===== src/rtl/rom_arb_pkg.sv =====
// Shared types and constants for the two-port ROM arbiter.
package rom_arb_pkg;

    localparam int unsigned NUM_PORTS  = 2;
    localparam int unsigned PORT_FETCH = 0;
    localparam int unsigned PORT_LOAD  = 1;

    typedef logic owner_t;

    // One pipeline stage: a read in flight and the port that owns it.
    typedef struct packed {
        logic   valid;
        owner_t owner;
    } stage_t;

endpackage


===== src/rtl/rom_arb_pick.sv =====
// Two-way grant picker: a lone valid wins, otherwise the pointer selects the port.
module rom_arb_pick
    import rom_arb_pkg::*;
(
    input  logic [NUM_PORTS-1:0] valid,
    input  logic                 ptr,
    output logic [NUM_PORTS-1:0] grant_c
);

    always_comb begin
        grant_c = '0;
        if (valid[PORT_FETCH] && valid[PORT_LOAD]) begin
            grant_c[PORT_FETCH] = ~ptr;
            grant_c[PORT_LOAD]  = ptr;
        end else begin
            grant_c = valid;
        end
    end

endmodule


===== src/rtl/rom_arbiter.sv =====
// Shares one registered-output ROM between fetch (port 0) and load (port 1).
// Define ROM_ARB_RR_EN for round-robin arbitration; default is fixed port-0 priority.
module rom_arbiter
    import rom_arb_pkg::*;
#(
    parameter int unsigned DATA_WIDTH = 32,
    parameter int unsigned ADDR_WIDTH = 10
) (
    input  logic                  clk,
    input  logic                  resetn,
    input  logic                  req0_valid,
    input  logic [ADDR_WIDTH-1:0] req0_addr,
    output logic                  req0_ready,
    output logic                  rsp0_valid,
    output logic [DATA_WIDTH-1:0] rsp0_data,
    input  logic                  req1_valid,
    input  logic [ADDR_WIDTH-1:0] req1_addr,
    output logic                  req1_ready,
    output logic                  rsp1_valid,
    output logic [DATA_WIDTH-1:0] rsp1_data,
    output logic [ADDR_WIDTH-1:0] rom_addr,
    input  logic [DATA_WIDTH-1:0] rom_q
);

    logic [NUM_PORTS-1:0] valid;
    logic [NUM_PORTS-1:0] pick_grant;
    logic [NUM_PORTS-1:0] grant;
    logic                 rr_ptr;
    stage_t               s1;

    assign valid = {req1_valid, req0_valid};

    rom_arb_pick u_pick (
        .valid   (valid),
        .ptr     (rr_ptr),
        .grant_c (pick_grant)
    );

    // No grant can be issued while reset is held.
    assign grant      = pick_grant & {NUM_PORTS{resetn}};
    assign req0_ready = grant[PORT_FETCH];
    assign req1_ready = grant[PORT_LOAD];

`ifdef ROM_ARB_RR_EN
    // Flip toward the loser only when both ports competed.
    always_ff @(posedge clk or negedge resetn) begin
        if (!resetn) begin
            rr_ptr <= 1'b0;
        end else if (&valid) begin
            rr_ptr <= grant[PORT_FETCH];
        end
    end
`else
    assign rr_ptr = 1'b0;
`endif

    always_comb begin
        rom_addr = '0;
        if (grant[PORT_FETCH]) begin
            rom_addr = req0_addr;
        end else if (grant[PORT_LOAD]) begin
            rom_addr = req1_addr;
        end
    end

    // Stage 1: ROM read in progress.
    always_ff @(posedge clk or negedge resetn) begin
        if (!resetn) begin
            s1 <= '0;
        end else begin
            s1.valid <= |grant;
            s1.owner <= owner_t'(grant[PORT_LOAD]);
        end
    end

    // Stage 2: capture rom_q into the owner's response register only.
    always_ff @(posedge clk or negedge resetn) begin
        if (!resetn) begin
            rsp0_valid <= 1'b0;
            rsp1_valid <= 1'b0;
            rsp0_data  <= '0;
            rsp1_data  <= '0;
        end else begin
            rsp0_valid <= s1.valid && (s1.owner == owner_t'(PORT_FETCH));
            rsp1_valid <= s1.valid && (s1.owner == owner_t'(PORT_LOAD));
            if (s1.valid && (s1.owner == owner_t'(PORT_FETCH))) begin
                rsp0_data <= rom_q;
            end
            if (s1.valid && (s1.owner == owner_t'(PORT_LOAD))) begin
                rsp1_data <= rom_q;
            end
        end
    end

endmodule

===== config.mk =====
export PLATFORM = sky130hd
export DESIGN_NAME = rom_arbiter
export DESIGN_NICKNAME = d
export VERILOG_FILES = /design/src/rtl/rom_arb_pkg.sv /design/src/rtl/rom_arb_pick.sv /design/src/rtl/rom_arbiter.sv
export SDC_FILE = /design/constraint.sdc
export NUM_CORES = 1
export LEC_CHECK = 0
export BUFFER_PORTS_ARGS = -buffer_cell sky130_fd_sc_hd__clkbuf_2
export CAP_MARGIN = 15
export CORE_MARGIN = 8
export CORE_UTILIZATION = 28
export DETAILED_ROUTE_END_ITERATION = 12
export PLACE_DENSITY = 0.62
export SKIP_LAST_GASP = 1
export SYNTH_ARGS = -nofsm -noshare
export SYNTH_HDL_FRONTEND = slang
export SYNTH_HIERARCHICAL = 1
export SYNTH_SLANG_ARGS = --single-unit

===== constraint.sdc =====
create_clock -name clk -period 1.21 [get_ports clk]
set_input_delay 0.121 -clock clk [delete_from_list [all_inputs] [get_ports clk]]
set_output_delay 0.121 -clock clk [all_outputs]
set_load 0.03 [all_outputs]

==> Word level (Yosys, flattened, before mapping) <==
Cells that the tools add are included.
{ "word_totals": {"out_inout_bits": 78, "input_bits": 56, "reg_bits": 68, "elab_cells": 15} }
{ "classes": {"muxes": 3, "bitwise_logic": 2, "n_reduce_logical": 4} }
{ "op_table": {"columns": ["op", "n"], "rows": [
  ["$mux 10", 2],
  ["$logic_and 1x1->1", 3],
  ["$and 2x2->2", 1],
  ["$mux 2", 1],
  ["$reduce_or 2->1", 1],
  ["$not 1->1", 1]
]} }

==> Longest topological paths before layout <==
{ "logic_depth": {"depth_word": 5, "depth_mapped": 5} }

==> By module <==
Netlist, hierarchy kept.
{ "modules_own_cells": {"columns": ["module", "area_per_inst_um2", "cells_each", "instances", "seq_area_each_um2"], "rows": [
  ["rom_arbiter", 2869.0, 182, 1, 1701.6],
  ["rom_arb_pick", 18.8, 3, 1, 0.0]
]} }

==> Worst setup path before layout <==
Ideal clock, no wire load.
{ "synth_path": {"path_kind": "input port to output port", "start": "input req1_valid", "end": "output rom_addr[0]", "setup_slack_ns": -0.150, "path_buffers": 1, "path_stages": 4, "t_required_ns": 1.089, "t_arrival_ns": 1.239, "cell_sequence": "a21boi_1 nand2_1 clkbuf_1 o21ai_0"} }
{ "synth_via": {"elab_chain_len": 5} }
{ "synth_rtl": {"columns": ["element", "line", "text"], "rows": [
  ["start: declaration", "rom_arbiter.sv:16", "input logic req1_valid,"],
  ["$logic_and 1x1->1", "rom_arb_pick.sv:12", "if (valid[PORT_FETCH] && valid[PORT_LOAD]) begin"],
  ["$mux 2 (*)", "rom_arb_pick.sv:12", null],
  ["$and 2x2->2 (*)", "rom_arbiter.sv:40", "assign grant = pick_grant & {NUM_PORTS{resetn}};"],
  ["$mux 10", "rom_arbiter.sv:61", "end else if (grant[PORT_LOAD]) begin"],
  ["$mux 10 (*)", "rom_arbiter.sv:59", "if (grant[PORT_FETCH]) begin"],
  ["end: declaration", "rom_arbiter.sv:21", "output logic [ADDR_WIDTH-1:0] rom_addr,"]
]} }
Mark *: on every way between the ends. The rest lies on a longest branch, timed or not.

==> Worst setup path in the final report <==
{ "layout_path": {"start": "register s1[1] (netlist bit)", "end": "register rsp1_data[11]"} }
{ "layout_via": {"elab_chain_len": 1} }
{ "layout_rtl": {"columns": ["element", "line", "text"], "rows": [
  ["start: declaration", "rom_arbiter.sv:29", "stage_t s1;"],
  ["$logic_and 1x1->1", "rom_arbiter.sv:89", "if (s1.valid && (s1.owner == owner_t'(PORT_LOAD))) begin"],
  ["end signal: assignment", "rom_arbiter.sv:90", "rsp1_data <= rom_q;"],
  ["end: declaration", "rom_arbiter.sv:20", "output logic [DATA_WIDTH-1:0] rsp1_data,"]
]} }
No other way between the ends.
A chain may end at the register's enable or synchronous reset.

==> results_dict.tcl <==
set metrics [dict create \
    outcome "finished, final reports clean" \
    viasPerCell 4.29 \
    clockPowerShare 0.260 \
    crit_type "reg2reg" \
    die_area_um2 13800 \
    synth_top_family_by_area "multiplexers" \
    synth_xor_area_frac 0 \
    synth_flop_cell "dfrtp_1" \
    worstSetupEndpointType "register" \
    synth_top_cell_by_area "dfrtp_1" \
    maxCapViolCount 0 \
    seq_area_frac_synth 0.589 \
    die_y_um 118 \
    layout_min_cycle_time_ns 1.20 \
    synth_seq_cells 68 \
    worstPathRequired_ns 1.43 \
    p_sw_mw 2.71 \
    syn_area_per_cell_um2 15.6 \
    fin_nets 393 \
    synthTopCellsByArea "dfrtp_1 (59%), mux2_4 (15%), mux2_2 (14%), nand2b_1 (2.2%), buf_12 (2.1%)" \
    worstPathArrival_ns 1.41 \
    post-synth-top-count-cell "dfrtp_1" \
    start_kind "register" \
    clk_pin_slew_ns 0.08 \
    yosysWarnings 6 \
    powerDensity_nw_per_um2 1870 \
    hold_path.class "in2reg" \
    synth_fa_ha_area_frac 0 \
    drc_errors 0 \
    placedCellCount 455 \
    vias 2049 \
    num_io_pins 134 \
    hold_violations 0 \
    die_w_um 118 \
    routedWlPerCell_um 16.0 \
    synthCells 185 \
    fin_worst_skew_ns 0.00881 \
    synth-simple-area-share 0.0494 \
    period_share 0.990 \
    synth_common_cells "dfrtp_1 (68), mux2_2 (35), mux2_4 (29)" \
    cts_tree "yes" \
    rsz0062_at_grt "yes" \
    antenna_found_initial 0 \
    reg2reg_to "rsp1_data[11]" \
    cts_made_buffers 9 \
    grt_overflow_total 0 \
    drv_slew 0 \
    p_int_mw 4.86 \
    cp_max_fo 21 \
    synth_top_cell_area_share 0.589 \
    final.setup.tns_ns 0 \
    wl_um 7650 \
    insertedDiodeCount 0 \
    num_rows 37 \
    dp_hpwl_um 5570 \
    grt_pass1_wl_um 12000 \
    post_cts_buffers 0 \
    htree_num_levels 3 \
    total_power_mw 7.58 \
    max_freq_mhz 835 \
    reg2reg_from "s1[1]" \
    drive_gt1_frac 0.673 \
    dr.pass1.iters 4 \
    holdPathEnd "rsp0_data[27]" \
    cellLeakagePower_nw 2.09 \
    p_sw_frac 0.358 \
    holdWs_ns 0.0301 \
    grt_pass1_vias 2276 \
    n_fill_cell 1002 \
    io_buffers 133 \
    syn_area_um2 2890 \
    drt_iter0_drc 54 \
    p_seq_frac 0.400 \
    root_buffer "clkbuf_8" \
    clock_latency_ns 0.34 \
    cts_sinks 68 \
    gp_congestion 0.662 \
    hold_path_depth 2 \
    utilization 0.398 \
    async_flop_share 1.00 \
    crit_start "s1[1]" \
    clk_path_buf_depth 2 \
    ir_drop_v 0.000574 \
    area_growth_pct 40.2 \
    grt_max_degree 32 \
    combPwrFrac 0.340 \
    setup_viol 0 \
    grt_usage 0.109 \
    initial_core_util 0.284 \
    synth_edf_count 0 \
    synth_mux_area_frac 0.287 \
    rr_worst_depth 3 \
    synth_cell_type_count 18 \
    hold_start "rom_q[27]" \
    rrSetupSlack_ns 0.01 \
    layoutNonFillerInstCount 478 \
    core_um2 10200 \
    synth_compound_area_frac 0.0251 \
    drtAntennaViolNets 0 \
]
critical path, stage by stage, from the launching register on:
cell and delay (ns):
dfrtp_1 0.41, nand2_2 0.13, buf_12 0.19, mux2_2 0.35
worst max path at each step:
stage,to,slack [ns]
after floorplan,rom_addr[0],-0.15
after global placement,rsp0_data[1],0.01
after detailed placement,rom_addr[8],-0.03
after CTS,rsp0_data[1],-0.01
after global routing,rsp0_data[23],-0.04
final,rsp1_data[11],0.01
area by class of cell:
| class | instances | area, µm² | share of cell area |
|---|---|---|---|
| Sequential cell | 68 | 1700 | 0.420 |
| Multi-Input combinational cell | 104 | 1070 | 0.263 |
| Timing Repair Buffer | 150 | 883 | 0.218 |
| Tap cell | 136 | 170 | 0.0420 |
| Clock buffer | 13 | 169 | 0.0417 |
| Clock inverter | 3 | 43.8 | 0.0108 |
| Inverter | 4 | 15.0 | 0.00371 |
registers in the layout, summed over array words and instances (netlist names):
name / flops
rsp1_valid: 1
rsp0_valid: 1
rsp1_data: 32
rsp0_data: 32
s1: 2
stage by stage:
stage	worst slack (ns)	cell area, µm²
2_1_floorplan	-0.150	2890
3_3_place_gp	0.0126	3730
3_5_place_dp	-0.0332	3730
4_1_cts	-0.0104	3970
5_1_grt	-0.0363	4050
6_report	0.0125	4050
per-layer routing:
metal,track usage,vias up,wire length [µm]
met5,0,-,0
li1,-,939,-
met3,0.0436,8,583
met1,0.129,1013,3420
met2,0.171,89,3540
met4,0.0504,0,104
timing repair:
action                     4_1_cts  5_1_grt
resized for setup                1       21
cloned                           0        3
hold endpoints to repair        44        1
setup endpoints to repair       18       44
pin swaps                        0        1
hold buffers                     3        1
power by group through the flow:
stage	sequential (mW)	combinational (mW)	clock, mW
after detailed placement	3.07	2.57	0
after global placement	3.05	2.54	0
after global routing	3.09	2.73	2.17
after floorplan	4.03	0.748	0
after CTS	3.03	2.58	2.05
final	3.03	2.58	1.97
cell usage in the layout (no fill, tap or decap), drive strengths merged, types with 2 or more instances in the layout:
master / instances
nand2: 3
nand3: 10
buf: 23
dlygate4sd3: 4
clkbuf: 136
o21ai: 10
conb: 2
nand2b: 11
inv: 4
a21boi: 2
dfrtp: 68
mux2: 64
clkinv: 2
logic make-up (layout without fill, tap and decap cells):
family                 count (synthesis)  count (layout)
buffers and inverters                 15             170
other                                  1               2
DFF                                   68              68
and+or+nand+nor                       24              25
muxes                                 64              64
AOI/OAI and AO/OA                     13              13
No activity file was read; power rests on OpenSTA's default activity.
